$ cat config.mk
export PLATFORM = sky130hd
export DESIGN_NAME = nic_flat
export DESIGN_NICKNAME = d
export VERILOG_FILES = /design/src/rtl/nic_if.sv /design/src/rtl/nic.sv /design/src/flat_wrapper.sv
export SDC_FILE = /design/constraint.sdc
export NUM_CORES = 1
export LEC_CHECK = 0
export ABC_CLOCK_PERIOD_IN_PS = 1700
export CAP_MARGIN = 20
export CORE_MARGIN = 2
export CORE_UTILIZATION = 44
export DETAILED_ROUTE_END_ITERATION = 12
export PLACE_DENSITY = 0.91
export SETUP_SLACK_MARGIN = 0.5
export SLEW_MARGIN = 20
export SYNTH_ARGS = -nofsm -noshare
export SYNTH_HDL_FRONTEND = slang
export SYNTH_SLANG_ARGS = --single-unit
$ cat constraint.sdc
create_clock -name clk -period 1.7 [get_ports clk]
set_clock_uncertainty 0.2 [all_clocks]
set_input_delay 0.255 -clock clk [delete_from_list [all_inputs] [get_ports clk]]
set_output_delay 0.255 -clock clk [all_outputs]
set_load 0.01 [all_outputs]
$ cat src/rtl/nic_if.sv
// -----------------------------------------------------------------------------
// nic_if : bundle of every signal crossing the NIC boundary.
//
// Processor side : addr, d_in, nicEn, nicWrEn   (PE -> NIC)
//                  d_out                        (NIC -> PE, registered)
// Router side    : net_si, net_ri, net_di, net_polarity  (router -> NIC)
//                  net_so, net_ro, net_do                (NIC -> router)
//
// Modport slave is the NIC's view; modport master is the PE/router
// (or testbench) view.
// -----------------------------------------------------------------------------
interface nic_if #(
    parameter int DATA_WIDTH = 64
);
    // processor register access
    logic [1:0]            addr;
    logic [DATA_WIDTH-1:0] d_in;
    logic [DATA_WIDTH-1:0] d_out;
    logic                  nicEn;
    logic                  nicWrEn;

    // router PE channel
    logic                  net_so;
    logic                  net_ro;
    logic [DATA_WIDTH-1:0] net_do;
    logic                  net_si;
    logic                  net_ri;
    logic [DATA_WIDTH-1:0] net_di;
    logic                  net_polarity;

    modport slave (
        input  addr, d_in, nicEn, nicWrEn,
        input  net_si, net_ri, net_di, net_polarity,
        output d_out, net_so, net_ro, net_do
    );

    modport master (
        output addr, d_in, nicEn, nicWrEn,
        output net_si, net_ri, net_di, net_polarity,
        input  d_out, net_so, net_ro, net_do
    );
endinterface

$ cat src/rtl/nic.sv
// -----------------------------------------------------------------------------
// nic : network interface controller between a processing element and the
//       PE port of one mesh router. One packet deep in each direction.
//
// Ports
//   clk    : clock, all state changes on posedge
//   reset  : synchronous, active-high
//   bus    : nic_if.slave
//            addr/d_in/nicEn/nicWrEn -> 4-entry register map
//              00 in_buf (read pops), 01 in_status, 10 out_buf, 11 out_status
//            d_out  : registered read data, 1-cycle latency
//            net_so/net_do/net_ri : outbound channel to router pesi/pedi/peri
//            net_si/net_di/net_ro : inbound channel from router peso/pedo/pero
//            net_polarity         : router polarity, gates VC injection
// -----------------------------------------------------------------------------
module nic #(
    parameter int DATA_WIDTH = 64,
    parameter int VC_BIT     = 63
) (
    input  logic  clk,
    input  logic  reset,
    nic_if.slave  bus
);

    localparam logic [1:0] A_IN_BUF  = 2'b00;
    localparam logic [1:0] A_IN_STAT = 2'b01;
    localparam logic [1:0] A_OUT_BUF = 2'b10;
    localparam logic [1:0] A_OUT_STAT = 2'b11;

    logic [DATA_WIDTH-1:0] r_out_buf;
    logic                  r_out_full;
    logic [DATA_WIDTH-1:0] r_in_buf;
    logic                  r_in_full;
    logic [DATA_WIDTH-1:0] r_d_out;

    logic w_rd;
    logic w_wr_out;
    logic w_so;
    logic w_ro;
    logic w_accept;

    assign w_rd     = bus.nicEn & ~bus.nicWrEn;
    assign w_wr_out = bus.nicEn &  bus.nicWrEn & (bus.addr == A_OUT_BUF);

    // A packet may only be injected when its VC bit matches the router's
    // current polarity; otherwise it waits in out_buf for the next toggle.
    assign w_so = r_out_full & bus.net_ri &
                  (r_out_buf[VC_BIT] == bus.net_polarity) & ~reset;

    assign w_ro     = ~r_in_full & ~reset;
    assign w_accept = bus.net_si & w_ro;

    assign bus.net_so = w_so;
    assign bus.net_ro = w_ro;
    assign bus.net_do = r_out_buf;
    assign bus.d_out  = r_d_out;

    always_ff @(posedge clk) begin
        if (reset) begin
            r_out_buf  <= '0;
            r_out_full <= 1'b0;
            r_in_buf   <= '0;
            r_in_full  <= 1'b0;
            r_d_out    <= '0;
        end else begin
            // Outbound: a write in the same cycle as a send still sees the
            // buffer full and is dropped, so the buffer refills no sooner
            // than the cycle after a send.
            if (w_so) begin
                r_out_full <= 1'b0;
            end else if (w_wr_out && !r_out_full) begin
                r_out_buf  <= bus.d_in;
                r_out_full <= 1'b1;
            end

            // Inbound: accept and pop are mutually exclusive because a full
            // buffer holds net_ro low.
            if (w_accept) begin
                r_in_buf  <= bus.net_di;
                r_in_full <= 1'b1;
            end else if (w_rd && (bus.addr == A_IN_BUF)) begin
                r_in_full <= 1'b0;
            end

            if (w_rd) begin
                unique case (bus.addr)
                    A_IN_BUF:   r_d_out <= r_in_buf;
                    A_IN_STAT:  r_d_out <= {{(DATA_WIDTH-1){1'b0}}, r_in_full};
                    A_OUT_STAT: r_d_out <= {{(DATA_WIDTH-1){1'b0}}, r_out_full};
                    default:    r_d_out <= '0;
                endcase
            end else begin
                r_d_out <= '0;
            end
        end
    end

endmodule

$ cat src/flat_wrapper.sv
// flat-port wrapper written by rule: the top's interface ports become plain ports
module nic_flat 
#(
    parameter int DATA_WIDTH = 64,
    parameter int VC_BIT     = 63
)
  (clk, reset, bus_addr, bus_d_in, bus_nicEn, bus_nicWrEn, bus_net_si, bus_net_ri, bus_net_di, bus_net_polarity, bus_d_out, bus_net_so, bus_net_ro, bus_net_do);
  nic_if #(.DATA_WIDTH(DATA_WIDTH)) bus_i ();
  input  logic clk;
  input  logic reset;
  input wire logic [$bits(bus_i.addr)-1:0] bus_addr;
  input wire logic [$bits(bus_i.d_in)-1:0] bus_d_in;
  input wire logic [$bits(bus_i.nicEn)-1:0] bus_nicEn;
  input wire logic [$bits(bus_i.nicWrEn)-1:0] bus_nicWrEn;
  input wire logic [$bits(bus_i.net_si)-1:0] bus_net_si;
  input wire logic [$bits(bus_i.net_ri)-1:0] bus_net_ri;
  input wire logic [$bits(bus_i.net_di)-1:0] bus_net_di;
  input wire logic [$bits(bus_i.net_polarity)-1:0] bus_net_polarity;
  output wire logic [$bits(bus_i.d_out)-1:0] bus_d_out;
  output wire logic [$bits(bus_i.net_so)-1:0] bus_net_so;
  output wire logic [$bits(bus_i.net_ro)-1:0] bus_net_ro;
  output wire logic [$bits(bus_i.net_do)-1:0] bus_net_do;
  assign bus_i.addr = bus_addr;
  assign bus_i.d_in = bus_d_in;
  assign bus_i.nicEn = bus_nicEn;
  assign bus_i.nicWrEn = bus_nicWrEn;
  assign bus_i.net_si = bus_net_si;
  assign bus_i.net_ri = bus_net_ri;
  assign bus_i.net_di = bus_net_di;
  assign bus_i.net_polarity = bus_net_polarity;
  assign bus_d_out = bus_i.d_out;
  assign bus_net_so = bus_i.net_so;
  assign bus_net_ro = bus_i.net_ro;
  assign bus_net_do = bus_i.net_do;
  nic #(.DATA_WIDTH(DATA_WIDTH), .VC_BIT(VC_BIT)) u_core (.clk(clk), .reset(reset), .bus(bus_i));
endmodule
; ---- Word level (Yosys, flattened, before mapping)
; Index checks and enable logic that the tools add are counted.
[op_classes]
eq_ne = 4
n_mux = 3
n_bitwise = 13
n_reduce_logical = 8
[ops]
columns = operator, n
row1 = 64-bit case mux with 3 select lines, 1
row2 = 1-bit bitwise AND, 8
row3 = 1-bit NOT, 5
row4 = "2-bit == test, second input constant", 2
row5 = 2-bit OR reduction, 2
row6 = "2-bit by 1-bit == test with 1-bit output, second input constant", 1
row7 = 1-bit logical AND, 2
row8 = 2-bit zero test, 1
row9 = 1-bit two-way mux, 2
row10 = 2-bit AND reduction, 1
row11 = 2-bit nonzero test, 1
row12 = 1-bit == test, 1
row13 = 1-bit zero test, 1
[word_totals]
reg_bits = 194
inputBits = 137
output_inout_bits = 130
word_cells = 33

; ---- Longest topological paths before layout
[depth]
word_depth = 5
ltp_mapped = 7
ltp_nobuf = 3

; ---- Least setup slack after synthesis
; Ideal clock, no wire load.
[synth_path]
path_type = input-to-reg
startpoint = input port reset
endpoint = register u_core.r_in_buf[1]
setup_ps = 121
t_arrival_ps = 981
path_slack_ps = 398
stages = 6
path_cell_list = buf_6 -> nor3b_2 -> buf_4 -> buf_6 -> buf_6 -> o21ai_0
[synth_between]
elab_chain_cells = 3
[synth_rtl]
columns = element, line
row1 = "start, declared", flat_wrapper.sv:10  ; input logic reset;
row2 = 1-bit NOT, nic.sv:50  ; assign w_ro = ~r_in_full & ~reset;
row3 = 1-bit bitwise AND, nic.sv:50
row4 = 1-bit bitwise AND, nic.sv:51  ; assign w_accept = bus.net_si & w_ro;
row5 = "end signal, assigned", nic.sv:79  ; r_in_buf <= bus.net_di;
row6 = "end, declared", nic.sv:32  ; logic [DATA_WIDTH-1:0] r_in_buf;
; Several ways; a longest one is shown, not always the timed one.
; A chain may end at the register's enable or synchronous reset.

; ---- Worst setup path after layout
[layout_path]
startpoint = register u_core.r_out_buf[63], in the netlist u_core.bus.net_do[63]
endpoint = output port bus_net_so
[layout_between]
elab_chain_cells = 3
[layout_rtl]
columns = element, line
row1 = "start, declared", nic.sv:30  ; logic [DATA_WIDTH-1:0] r_out_buf;
row2 = "start signal, assigned", nic.sv:72  ; r_out_buf <= bus.d_in;
row3 = 1-bit == test, nic.sv:48  ; (r_out_buf[VC_BIT] == bus.net_polarity) & ~reset;
row4 = 1-bit bitwise AND, nic.sv:47  ; assign w_so = r_out_full & bus.net_ri &
row5 = 1-bit bitwise AND, nic.sv:48
row6 = "end, declared", flat_wrapper.sv:20  ; output wire logic [$bits(bus_i.net_so)-1:0] bus_net_so;
; Every way passes these cells.

==> reports/metrics.yaml <==
hold_path:
  min-delay-start: "reset"
  holdPathEnd: "u_core.bus.d_out[0]"
  min_path_cells: 3
  hold_class: "input pin to flop"
flow_run:
  drv_cap: 0
global_routing:
  gr-usage-met2: 0.435
  use_met1: 0.277
  met3_usage: 0.0754
  busiest_layer: "met2"
  grt_pass1_vias: 6236
  grt_first_pass_wirelength_um: 32000
  grt_start_max_net_pins: 73
  grt_usage: 0.245
  grt_overflow: 0
  antenna_found_initial: 0
power:
  switching_share: 0.248
  p_per_area_nw_per_um2: 818
  peakVddDrop_mv: 0.621
  p_leak_nw: 5.29
  p_switching_mw: 2.58
  power.share.sequential: 0.459
  p_comb_frac: 0.138
  clkPwrFrac: 0.404
  internal_power_mw: 7.81
final_layout:
  layout.nets: 1201
  fillCellCount: 749
  multi_input_area_um2: 3350
  utilization: 0.829
  diodes: 0
  drive_gt1_frac: 0.470
  area_delta_synth_final_pct: 82.5
  seq_area_um2: 4020
clock_tree:
  insertion_delay_ns: 0.42
  clkSlewWorstSetupHoldPaths_ns: 0.07
  clockBufferDepth: 2
  cts_made_buffers: 17
  htreeDepth: 4
  cts_root_buffer: "clkbuf_16"
  cts_tree: "yes"
  clock_sinks: 194
place:
  numPortBuffers: 266
  gp_congestion: 0.802
  dp_hpwl_um: 12300
status:
  violations: "setup timing"
  status: "finished with violations"
drt:
  vias: 6490
  drc: 0
  drt-initial-drc-count: 372
  vias_per_cell: 5.04
  ant_nets: 0
  wl_per_cell_um: 19.9
  dr.pass1.iters: 4
  drt-total-wl_um: 25600
floorplanning:
  start_util: 0.454
  fp.dieW_um: 130
  io_pins: 267
  dieArea_um2: 16800
  die_h_um: 130
  coreArea_um2: 15300
  num_rows: 45
timing:
  setup_viol: 1
  max_slew.worst_pin.slew_ns: 0.478
  slew_headroom: 0.681
  setup_tns_ns: -0.0461
  drv_slew: 0
  fmax_mhz: 573
  rsz0062_at_grt: "yes"
  post-route-period-util: 1.03
  period_needed_ns: 1.75
  hold_viol: 0
  layout_setup_ws_ns: -0.0461
setup_path:
  crit_path_start_kind: "flop"
  r2r_end: "u_core.bus.net_do[33]"
  reg2reg_slack_ns: 0.03
  end_kind: "primary output"
  arrival_ns: 1.29
  crit_fanout: 2
  rr_worst_depth: 7
  cp_slowest_stage_delay_ns: 0.35
  worst_ep_required_time_ns: 1.24
  critPathKind: "flop to primary output"
  path_delay_family: "flip-flops"
  cp_cell_sequence: "xnor2_2 > and4b_1 > buf_2"
  crit_path_top_delay_cell: "dfxtp_2"
  crit_buf_inv: 1
  r2r-start: "u_core.r_out_full"
synth:
  ys_types: 24
  yosys.area_share.simple: 0.251
  yosysWarnings: 0
  synth-seq-area-share: 0.558
  syn_avg_cell_area_um2: 9.83
  synth-xor-area-share: 0.00126
  synth_mux_area_frac: 0.0937
  postSynthCellCount: 708
  yosys.area_share.adder: 0
  synth_seq_cells: 194
  synth_compound_area_frac: 0.0507
  synth_nets: 845
  synth_top_family_by_area: "simple AND/OR/NAND/NOR gates"
  synthesis.area_um2: 6960
## state kept, by name, summed over array words and instances, names as in the netlist
| register | cells |
|---|---|
| u_core.r_in_full | 1 |
| u_core.bus.d_out | 64 |
| u_core.r_in_buf | 64 |
| u_core.r_out_full | 1 |
| u_core.bus.net_do | 64 |
## cell families after synthesis
| family | count (synthesis) |
|---|---|
| simple gates | 330 |
| compound gates | 68 |
| flops | 194 |
| buf+inv | 50 |
| mux | 65 |
| xor+xnor | 1 |
## cell usage in the layout, fill, tap and decap left out, drive strengths merged
cell	instances
a211oi	1
a21boi	1
a22oi	1
and4b	1
buf	247
bufinv	2
clkbuf	21
clkdlybuf4s50	131
clkinv	6
clkinvlp	1
dfxtp	194
dlygate4sd2	4
dlygate4sd3	1
inv	6
mux2	1
mux2i	64
nand2	64
nand2b	194
nand4b	1
nor2	67
nor3	2
nor3b	1
o21ai	64
o21ba	1
xnor2	1
## metal layers
layer,vias to the layer above,wire (um),share of wire
li1,2987,-,-
met1,3147,9150,0.36
met2,282,13600,0.53
met3,74,1910,0.074
met4,0,985,0.038
met5,-,0,0
## cells in the mapped netlist
cell type | n | share of area
buf_4 | 2 | 0.0022
and4b_1 | 1 | 0.0014
nand2b_1 | 194 | 0.17
mux2_2 | 1 | 0.0016
o21ai_1 | 14 | 0.010
o21ba_2 | 1 | 0.0014
nand2_1 | 64 | 0.035
a22oi_1 | 1 | 0.0011
nor3b_2 | 1 | 0.0018
a211oi_1 | 1 | 0.0011
nor2_2 | 1 | 0.00090
nor2_1 | 66 | 0.036
a21boi_0 | 1 | 0.0011
nor3_1 | 2 | 0.0014
clkbuf_2 | 1 | 0.00072
xnor2_1 | 1 | 0.0013
buf_6 | 5 | 0.0081
nand4b_1 | 1 | 0.0013
clkbuf_1 | 20 | 0.011
dfxtp_1 | 194 | 0.56
mux2i_1 | 64 | 0.092
buf_2 | 17 | 0.012
o21ai_0 | 50 | 0.036
buf_8 | 5 | 0.011
## worst max-delay path by stage
stage / startpoint / endpoint / slack [ns] / cells after the start
after global routing: u_core.bus.net_do[63] / bus_net_so / -0.10 / 3
after CTS: u_core.bus.net_do[63] / bus_net_so / 0.02 / 3
after global placement: bus_net_polarity / bus_net_so / -0.35 / 4
final: u_core.bus.net_do[63] / bus_net_so / -0.05 / 3
after detailed placement: bus_net_polarity / bus_net_so / -0.35 / 4
after floorplan: bus_addr[0] / u_core.bus.net_do[13] / 0.40 / 5
## per-stage QoR
step | instance area [um2] | total power, mW | hold WS (ns) | setup WS, ns | instances
floorplan | 6960 | 5.23 | 0.164 | 0.399 | 708
global placement | 9990 | 5.73 | 0.231 | -0.347 | 1164
detailed placement | 9990 | 5.76 | 0.238 | -0.353 | 1164
CTS | 11600 | 10.1 | 0.0987 | 0.0151 | 1250
global route | 12700 | 10.7 | 0.148 | -0.102 | 1288
finish | 12700 | 10.4 | 0.138 | -0.0461 | 1288
## power groups by stage
stage	Clock [mW]	Sequential (mW)	Combinational (mW)
2_1_floorplan	0	4.85	0.372
3_3_place_gp	0	4.84	0.889
3_5_place_dp	0	4.85	0.910
4_1_cts	4.20	4.75	1.15
5_1_grt	4.44	4.77	1.50
6_report	4.19	4.76	1.43
## worst min-delay path: stages
cell and delay [ns]:
buf_4 0.15, buf_4 0.24, nor3_2 0.07
## layout make-up
cell class / instances / area share
timing repair buffer: 387 / 0.350
sequential: 194 / 0.316
multi-input combinational: 464 / 0.264
clock buffer: 17 / 0.0335
tap: 211 / 0.0208
clock inverter: 15 / 0.0152
## repair_timing
item                                    in CTS  in global routing
gates resized for setup                    758                231
endpoints found under the setup margin     323                266
endpoints found under the hold margin        1                  0
pin swaps                                   19                 48
gates cloned                                18                  4
buffers inserted                            35                 34
hold buffers                                 1                  0
No activity file was read; power rests on OpenSTA's default activity.
